File: src/rtl/signed_shift_exec.sv
// Multi-cycle shifter for the ALU32 shift path: decodes a signed shift amount
// into direction/magnitude, then shifts the captured operand one bit per clock.
module signed_shift_exec #(
  parameter int WIDTH = 32,
  parameter int AMT_W = 6
) (
  input  logic             clk,
  input  logic             rst,
  input  logic             start,
  input  logic [WIDTH-1:0] data_in,
  input  logic [AMT_W-1:0] amount,
  input  logic             arith,
  output logic             busy,
  output logic             done,
  output logic [WIDTH-1:0] result,
  output logic             dir_out,
  output logic [AMT_W-1:0] mag_out,
  output logic [1:0]       state_dbg
);

  // Handshake: start is a request pulse taken only in IDLE; busy is high in
  // SHIFT and DONE; done is a one-cycle pulse after which result is final.
  typedef enum logic [1:0] {
    ST_IDLE  = 2'd0,
    ST_SHIFT = 2'd1,
    ST_DONE  = 2'd2
  } state_t;

  state_t           r_state;
  state_t           w_next_state;
  logic [WIDTH-1:0] r_result;
  logic             r_arith;
  logic             r_dir;
  logic [AMT_W-1:0] r_mag;
  logic [AMT_W-1:0] r_cnt;

  logic             w_neg;
  logic [AMT_W-1:0] w_mag;
  logic             w_fill;

  // Negation wraps -32 onto 6'b100000, which reads as an unsigned 32.
  assign w_neg  = amount[AMT_W-1];
  assign w_mag  = w_neg ? (~amount + AMT_W'(1)) : amount;
  assign w_fill = r_arith & r_result[WIDTH-1];

  always_comb begin
    w_next_state = r_state;
    case (r_state)
      ST_IDLE: begin
        if (start) begin
          w_next_state = (w_mag == '0) ? ST_DONE : ST_SHIFT;
        end
      end
      ST_SHIFT: begin
        if (r_cnt == AMT_W'(1)) begin
          w_next_state = ST_DONE;
        end
      end
      ST_DONE: w_next_state = ST_IDLE;
      default: w_next_state = ST_IDLE;
    endcase
  end

  always_ff @(posedge clk) begin
    if (rst) begin
      r_state <= ST_IDLE;
    end else begin
      r_state <= w_next_state;
    end
  end

  always_ff @(posedge clk) begin
    if (rst) begin
      r_result <= '0;
      r_arith  <= 1'b0;
      r_dir    <= 1'b0;
      r_mag    <= '0;
      r_cnt    <= '0;
    end else begin
      case (r_state)
        ST_IDLE: begin
          if (start) begin
            r_result <= data_in;
            r_arith  <= arith;
            r_dir    <= w_neg;
            r_mag    <= w_mag;
            r_cnt    <= w_mag;
          end
        end
        ST_SHIFT: begin
          if (r_dir) begin
            r_result <= {w_fill, r_result[WIDTH-1:1]};
          end else begin
            r_result <= {r_result[WIDTH-2:0], 1'b0};
          end
          r_cnt <= r_cnt - AMT_W'(1);
        end
        default: ;
      endcase
    end
  end

  assign busy      = (r_state != ST_IDLE);
  assign done      = (r_state == ST_DONE);
  assign result    = r_result;
  assign dir_out   = r_dir;
  assign mag_out   = r_mag;
  assign state_dbg = r_state;

endmodule

File: config.mk
export PLATFORM = sky130hd
export DESIGN_NAME = signed_shift_exec
export DESIGN_NICKNAME = d
export VERILOG_FILES = /design/src/rtl/signed_shift_exec.sv
export SDC_FILE = /design/constraint.sdc
export NUM_CORES = 1
export LEC_CHECK = 0
export CAP_MARGIN = 20
export CORE_UTILIZATION = 46
export DETAILED_ROUTE_END_ITERATION = 8
export HOLD_SLACK_MARGIN = 0.05
export PLACE_DENSITY = 0.82
export SYNTH_ARGS = -nofsm -noshare
export SYNTH_HDL_FRONTEND = slang
export SYNTH_SLANG_ARGS = --single-unit
File: constraint.sdc
create_clock -name clk -period 2.2 [get_ports clk]
set_clock_uncertainty 0.2 [all_clocks]
set_input_delay 0.44 -clock clk [delete_from_list [all_inputs] [get_ports clk]]
set_output_delay 0.44 -clock clk [all_outputs]
set_load 0.01 [all_outputs]
# == Yosys cells after proc, flatten, opt, wreduce, memory -nomap -nowiden ==
# Cells that the tools add are included.
# totals
latchBits,0
input_bits,42
mem_bits_ro,0
ff_bits,48
ram_bits,0
memories,0
# classes
n_eq_ne,5
reduce_logical,7
magnitude_cmp,0
add_sub_neg,2
muxes,10
n_mul,0
bitwise_logic,2
n_div,0
n_shift,0
# op_table
op,count
two-way mux 32 bit,2
one-hot mux 32 bit (2 select lines),1
two-way mux 6 bit,2
one-hot mux 6 bit (2 select lines),1
adder 6 x 1 -> 6 bit (second input constant),1
equality test 6 x 1 -> 1 bit (second input constant),1
logical NOT 6 bit,1
two-way mux 2 bit,3
inverter 6 bit,1
AND reduction 2 bit,3
subtractor 6 x 1 -> 6 bit (second input constant),1
!= test 2 bit (second input constant),2
one-hot mux 2 bit (2 select lines),1
nonzero test 2 bit,2
equality test 2 x 1 -> 1 bit (second input constant),1
equality test 2 bit (second input constant),1
logical NOT 2 bit,1
bitwise AND 1 bit,1

# == Longest topological paths before layout ==
# Gate-level depths: netlist (run 1).
# depth
depth_word,7
mapped_depth,6
ltp_nobuf,6

# == Worst setup path after synthesis (run 1) ==
# No wires, ideal clock.
# synth_timing
path_kind,input to register
start,in amount[0]
end,reg r_state[0] (netlist: state_dbg[0])
path_buffers,0
cell_stages,6
t_required_ns,1.878
arrival_time_ns,1.543
setup_slack_ns,0.335
setup_time_ns,0.122
path_cell_list,inv_1 > ha_1 > or3b_1 > a211oi_2 > and4_4 > o31ai_4
# synth_via
elab_chain_len,7
# synth_lines
element,line,source
"start, declared",11,"input logic [AMT_W-1:0] amount,"
inverter 6 bit,43,assign w_mag = w_neg ? (~amount + AMT_W'(1)) : amount;
adder 6 x 1 -> 6 bit,43,
two-way mux 6 bit (*),43,
logical NOT 6 bit (*),51,w_next_state = (w_mag == '0) ? ST_DONE : ST_SHIFT;
two-way mux 2 bit (*),51,
two-way mux 2 bit (*),50,if (start) begin
one-hot mux 2 bit (2 select lines) (*),48,case (r_state)
"end signal, assigned",68,r_state <= w_next_state;
"end, declared",29,state_t r_state;
# Every way passes the cells marked *; elsewhere a longest branch is shown, timed or not. The select of a mux whose other input is x is not followed.
# A chain may end at the register's enable or synchronous reset.

# == Worst setup path in the final report (run 1) ==
# layout_timing
start,in amount[0]
end,reg r_state[1] (netlist: state_dbg[1])
# Same word-level chain as after synthesis.

==> impl_results.md, run 1 <==
- Status: complete, no violations
- Hold_buf cts: 0
- Power share of the clock group: 18.7%
- CP Class: input port to flip-flop
- Sw power: 0.976 mW
- Total CTS buffers: 5
- Synth area leader: dfxtp_1
- Final worst setup slack: 0.0812 ns
- Antenna violations before repair: 0
- # clock sinks: 48
- Max Clock Freq: between 400 and 500 MHz
- Synthesis Warnings: 0
- Number of global-route vias before repair: 2,401
- DP Cell Count: 439
- Via count: approximately 2,600
- Placement Setup Slack: -0.188 ns
- Clock-pin slew on the worst setup and hold paths: 0.08 ns
- CP startpoint kind: input port
- Share of layout cells above drive strength 1: 18.8%
- PD cells: slightly below 800 mW/mm²
- P&R area growth vs syn: 42.6%
- Core area: ~0.0052 mm²
- Seq pwr share: approximately 40%
- Asr flop ratio synth: 0%
- Synth cell types: 45
- Dominant synthesized flop cell: dfxtp_1
- Least-Margin Pin Slew: approximately 0.49 ns
- DR vias/cell: approximately 5.7
- Netlist Area Pre-Place: roughly 0.0026 mm²
- Clock tree buffer depth: 2
- Crit share post-route: 96.3%
- CTS tree: done
- Gr usage total: roughly 25%
- DRC: 0
- Register bit total from synthesis: 48
- Element type at the critical path end: flip-flop
- Synth top area share: a little under two fifths
- EDFF count, synth: 0
- Post-detail-place hpwl: just under 5 mm
- I/O pin count: 85
- Chip width: about 77 µm
- WL final: 7.19 mm
- Leak: 1.41 nW
- Die outline height: between 70 and 80 µm
- Post-route setup TNS: 0 ns
- Worst vdd ir: slightly above 600 µV
- Mapped Cells: 291
- Htree depth: 2
- Clock latency on the worst-skew pair: 0.30 ns
- WP data required: 2.23 ns
- Final Hold Viols: 0
- Post-route ant nets: 0
- Root buf cell: clkbuf_8
- Largest cells by area after synthesis: dfxtp_1, mux2_2, a221oi_1
- Combinational share of power: 41.4%
- Most common cell after layout, fill and taps aside: clkdlybuf4s50_1
- Count of pins over their slew limit: 0
- Crit path time final: approximately 2.1 ns
- CP Data Arrival Time: roughly 2.2 ns
- Filler cells: approximately 420
- HP Class: flip-flop to flip-flop
- Total gr overflow: 0
- Largest net degree at the start of global routing: 37
- Antenna diodes: 0
- Nets: 422
- TritonRoute pass-1 iters: 4
- Sw Share: between 30% and 40%
- Max-Cap Viols: 0
- Cell Count, Final, Fillers Out: roughly 450
- Hold WS: 0.262 ns
- Most frequent cells in the layout: clkdlybuf4s50_1, dfxtp_1, nor2_1
- Syn_nets: 336
- Starting Density: about 49%
- IO buf count: between 80 and 90
- Crit-path max FO: 3
- Routability cong.: 0.837
- Sequential-to-total area share from yosys stat: a little under two fifths
- RSZ-0062 raised after global routing: no
- Initial drt markers: slightly below 100
- First-pass GRT wire length: 11.9 mm
- Overall die area: 0.00589 mm²
- Number of setup violations in the final report: 0
- Internal Power: between 1.5 and 2 mW
- Slew headroom: between 60% and 70%
- Core Rows: 26
- Syn Area/Cell: ~9 µm²
- DR WL/cell: about 16 µm
-- metal layers --
layer | up-vias | track usage (%) | part of all wire (%)
li1 | 1251 | - | -
met4 | 0 | 8.46 | 1.1
met1 | 1234 | 32.9 | 45
met2 | 69 | 41.2 | 50
met5 | - | 0 | 0
met3 | 7 | 3.57 | 4.2
-- path summary, 6_finish.rpt --
check	to	from	cells past startpoint	slack [ns]
setup / recovery	state_dbg[1]$_SDFFE_PP0P_	amount[0]	7	0.08
hold / removal	mag_out[0]$_SDFFE_PP0P_	mag_out[0]$_SDFFE_PP0P_	2	0.26
setup reg to reg	result[0]$_SDFFE_PP0P_	state_dbg[0]$_SDFFE_PP0P_	6	0.35
hold reg to reg	mag_out[0]$_SDFFE_PP0P_	mag_out[0]$_SDFFE_PP0P_	2	0.26
-- stage by stage --
| stage | power (mW) | utilization (%) | instance area [µm²] |
|---|---|---|---|
| floorplan | 1.82 | - | 2570 |
| detailed placement | 2.34 | 67.8 | 3550 |
| global placement | 2.30 | 67.8 | 3550 |
| global route | 3.05 | 70.0 | 3670 |
| CTS | 2.87 | 69.6 | 3650 |
| finish | 2.87 | 70.0 | 3670 |
-- logic make-up after synthesis --
family | synth area share, %
muxes | 13.5
and+or+nand+nor | 19.7
DFF | 37.4
buffers and inverters | 6.18
xor gates and xnor gates | 0.681
AOI/OAI and AO/OA | 21.1
adders and majority gates | 1.46
-- flip-flops by register name (all words and copies together) (netlist names) --
| name | count |
|---|---|
| result | 32 |
| mag_out | 6 |
| r_cnt | 6 |
| state_dbg | 2 |
| dir_out | 1 |
| r_arith | 1 |
-- synthesized netlist by cell type, types with 2 or more instances --
cell type	instances
o21ai_0	3
a221oi_1	31
or3b_1	2
ha_1	3
o22ai_1	2
dfxtp_1	48
o221ai_1	2
nor2b_1	2
clkbuf_1	12
or3_1	3
o21a_1	2
nor2_1	41
a21oi_1	11
nor3_1	32
and2b_2	3
nand2b_1	2
nand2_1	12
a211oi_1	6
buf_2	11
mux2_2	30
inv_1	9
-- final cells by class --
class,count,area (µm²),area share (%)
clock buffers,6,82.6,2.25
clock inverters,2,10.0,0.273
well taps,70,87.6,2.39
inverters,9,33.8,0.922
repair buffers,104,1020,27.9
multi-input cells,209,1470,40.0
flip-flops and latches,48,962,26.2
-- power by group through the flow --
stage | combinational (mW) | sequential, mW | clock (mW)
after floorplan | 0.632 | 1.18 | 0
after global placement | 1.15 | 1.16 | 0
after detailed placement | 1.18 | 1.16 | 0
after CTS | 1.18 | 1.14 | 0.545
after global routing | 1.29 | 1.17 | 0.586
final | 1.19 | 1.15 | 0.536
-- timing repair --
item                                    4_1_cts  5_1_grt
gates resized for setup                       1        2
setup buffers                                 0        1
endpoints found under the setup margin        1        1
pin swaps                                     0        1
-- critical path, stage by stage --
cell and delay, ns:
clkdlybuf4s50_1 0.42, inv_1 0.12, ha_4 0.15, or3b_1 0.36, a211oi_2 0.28, and4_4 0.28
o21a_1 0.12
Note: power is estimated with default switching activity, not from simulation.
==> run 2: changes to the inputs <==
CORE_MARGIN = 2   (was not set)
CORE_UTILIZATION = 30   (was 46)
PLACE_DENSITY = 0.58   (was 0.82)
==> impl_results.md, run 2 (synthesis gave the netlist of run 1 again) <==
- Clock tree buffer depth: 2 (unchanged)
- Overall die area: 0.00933 mm² (+58%)
- Htree depth: 2 (unchanged)
- Crit-path max FO: 3 (unchanged)
- Chip width: 96.6 µm (+26%)
- Worst path cell trace: clkdlybuf4s50_1 > inv_1 > ha_1 > or3b_1 > a211oi_2 > buf_4 > o21a_1 > o22ai_1
- IO buf count: 84 (unchanged)
- Most common cell after layout, fill and taps aside: clkdlybuf4s50_1
- Total CTS buffers: 5 (unchanged)
- First-pass GRT wire length: 12.5 mm (+4.9%)
- Post-detail-place hpwl: 5.33 mm (+7.5%)
- Combinational share of power: 41.7% (+0.3 points)
- DR WL/cell: 16.1 µm (+0.64%)
- Die outline height: 96.6 µm (+26%)
- Share of layout cells above drive strength 1: 17.8% (-0.96 points)
- Least-Margin Pin Slew: 0.671 ns (+0.177 ns)
- Placed inst area: 0.00358 mm² (+0.88%)
- PD cells: 774 mW/mm² (-1.2%)
- Max Clock Freq: 478 MHz (+1.2%)
- Antenna diodes: 0 (unchanged)
- Seq pwr share: 40.3% (+0.3 points)
- Root buf cell: clkbuf_8
- Worst vdd ir: 338 µV (-44%)
- Number of setup violations in the final report: 0 (unchanged)
- Pwr Total: 2.84 mW (-1.2%)
- Core area: 0.00826 mm² (+58%)
- Critical path's slowest cell: clkdlybuf4s50_1
- Nets: 421 (-0.24%)
- HP Class: flip-flop to flip-flop
- Final Hold Viols: 0 (unchanged)
- Total gr overflow: 0 (unchanged)
- P&R area growth vs syn: 42.6% (about the same)
- Sw power: 0.986 mW (+1.1%)
- Largest net degree at the start of global routing: 37 (unchanged)
- Internal Power: 1.85 mW (-2.3%)
- Antenna violations before repair: 0 (unchanged)
- CP startpoint kind: input port
- Max FFs per register: 32 (unchanged)
- Clock latency on the worst-skew pair: 0.30 ns (about the same)
- DR vias/cell: 5.30 (-7.3%)
- Status: complete, no violations
- RSZ-0062 raised after global routing: no
- Via count: 2,550 (-0.43%)
- Power share of the clock group: 18.0% (-0.7 points)
- Initial drt markers: 79 (-20%)
- DRC: 0 (unchanged)
- Crit share post-route: 95.2% (-1.1 points)
- Crit path time final: 2.09 ns (-0.0253 ns)
- Count of pins over their slew limit: 0 (unchanged)
- Hold_buf cts: 0 (unchanged)
- CP Data Arrival Time: 2.05 ns (-0.10 ns)
- Number of global-route vias before repair: 2,555 (+6.4%)
- CP Class: input port to flip-flop
- WL final: 7.77 mm (+8.1%)
- Max stage delay on crit path: 0.42 ns (about the same)
- Routability cong.: 0.772 (-7.8%)
- Starting Density: 31.1% (-18 points)
- Most frequent cells in the layout: clkdlybuf4s50_1, dfxtp_1, nor2_1
- WP data required: 2.16 ns (-0.07 ns)
- # clock sinks: 48 (unchanged)
- Sw Share: 34.8% (+0.77 points)
- Gr usage total: 17.0% (-7.8 points)
- TritonRoute pass-1 iters: 4 (unchanged)
- Post-route ant nets: 0 (unchanged)
- Leak: 1.40 nW (-0.15%)
- CTS tree: done
- I/O pin count: 85 (unchanged)
- Post-route cell area: 0.00367 mm² (about the same)
- Element type at the critical path end: flip-flop
- Slew headroom: 55.2% (-12 points)
- Post-CTS Setup Bufs: 0 (unchanged)
- Core Rows: 33 (+27%)
- Max-Cap Viols: 0 (unchanged)
- Clock-pin slew on the worst setup and hold paths: 0.09 ns (about the same)
==> run 2: changes by cell type in the layout (fill, tap and decap cells not counted), sizes merged <==
cell           delta
buf               -1
clkdlybuf4s50     -1
clkinv            -1
dlymetal6s2s      +1
==> run 2: cell type report <==
class | instances | area, µm²
fillers | 846 | 4590
multi-input cells | 209 | 1450
repair buffers | 103 | 1010
flip-flops and latches | 48 | 965
well taps | 105 | 131
clock buffers | 6 | 72.6
inverters | 9 | 33.8
clock inverters | 1 | 5.00
==> run 2: layer usage <==
metal / track usage (%) / wire, µm / vias up
met2: 29.3 / 3850 / 62
met1: 21.7 / 3440 / 1225
met3: 3.34 / 392 / 9
met4: 4.58 / 87 / 0
met5: 0 / 0 / -
li1: - / - / 1254
==> run 2: worst paths after layout <==
kind	start	endpoint	slack [ns]	cells after the start
setup / recovery	amount[0]	r_cnt[4]$_SDFFE_PP0P_	0.11	8
setup reg to reg	state_dbg[0]$_SDFFE_PP0P_	result[0]$_SDFFE_PP0P_	0.42	6
hold / removal	r_arith$_SDFFE_PP0P_	r_arith$_SDFFE_PP0P_	0.26	2
hold reg to reg	r_arith$_SDFFE_PP0P_	r_arith$_SDFFE_PP0P_	0.26	2
==> run 2: critical path: cells and delay by family <==
kind,cells,cell delay [ns]
AOI/OAI and AO/OA,3,0.41
adders and majority gates,1,0.19
buffers and inverters,3,0.66
and+or+nand+nor,1,0.37
==> run 2: metrics by stage <==
| step | setup WS [ns] | hold slack, ns | TNS (ns) | util [%] | instances |
|---|---|---|---|---|---|
| 2_1_floorplan | 0.335 | 0.237 | 0 | - | 291 |
| 3_3_place_gp | -0.157 | 0.246 | -0.572 | 43.4 | 474 |
| 3_5_place_dp | -0.216 | 0.247 | -0.909 | 43.4 | 474 |
| 4_1_cts | 0.0452 | 0.260 | 0 | 44.3 | 481 |
| 5_1_grt | 0.0323 | 0.295 | 0 | 44.4 | 481 |
| 6_report | 0.106 | 0.259 | 0 | 44.4 | 481 |
==> run 2: power by group through the flow <==
| stage | combinational (mW) | sequential (mW) | clock (mW) |
|---|---|---|---|
| 2_1_floorplan | 0.632 | 1.18 | 0 |
| 3_3_place_gp | 1.17 | 1.16 | 0 |
| 3_5_place_dp | 1.19 | 1.16 | 0 |
| 4_1_cts | 1.19 | 1.15 | 0.526 |
| 5_1_grt | 1.30 | 1.17 | 0.566 |
| 6_report | 1.18 | 1.14 | 0.510 |
==> run 2: repair_timing <==
item / 4_1_cts / 5_1_grt
endpoints found under the setup margin: 1 / 1
gates resized for setup: 1 / 2
hold endpoints to repair: 0 / 0
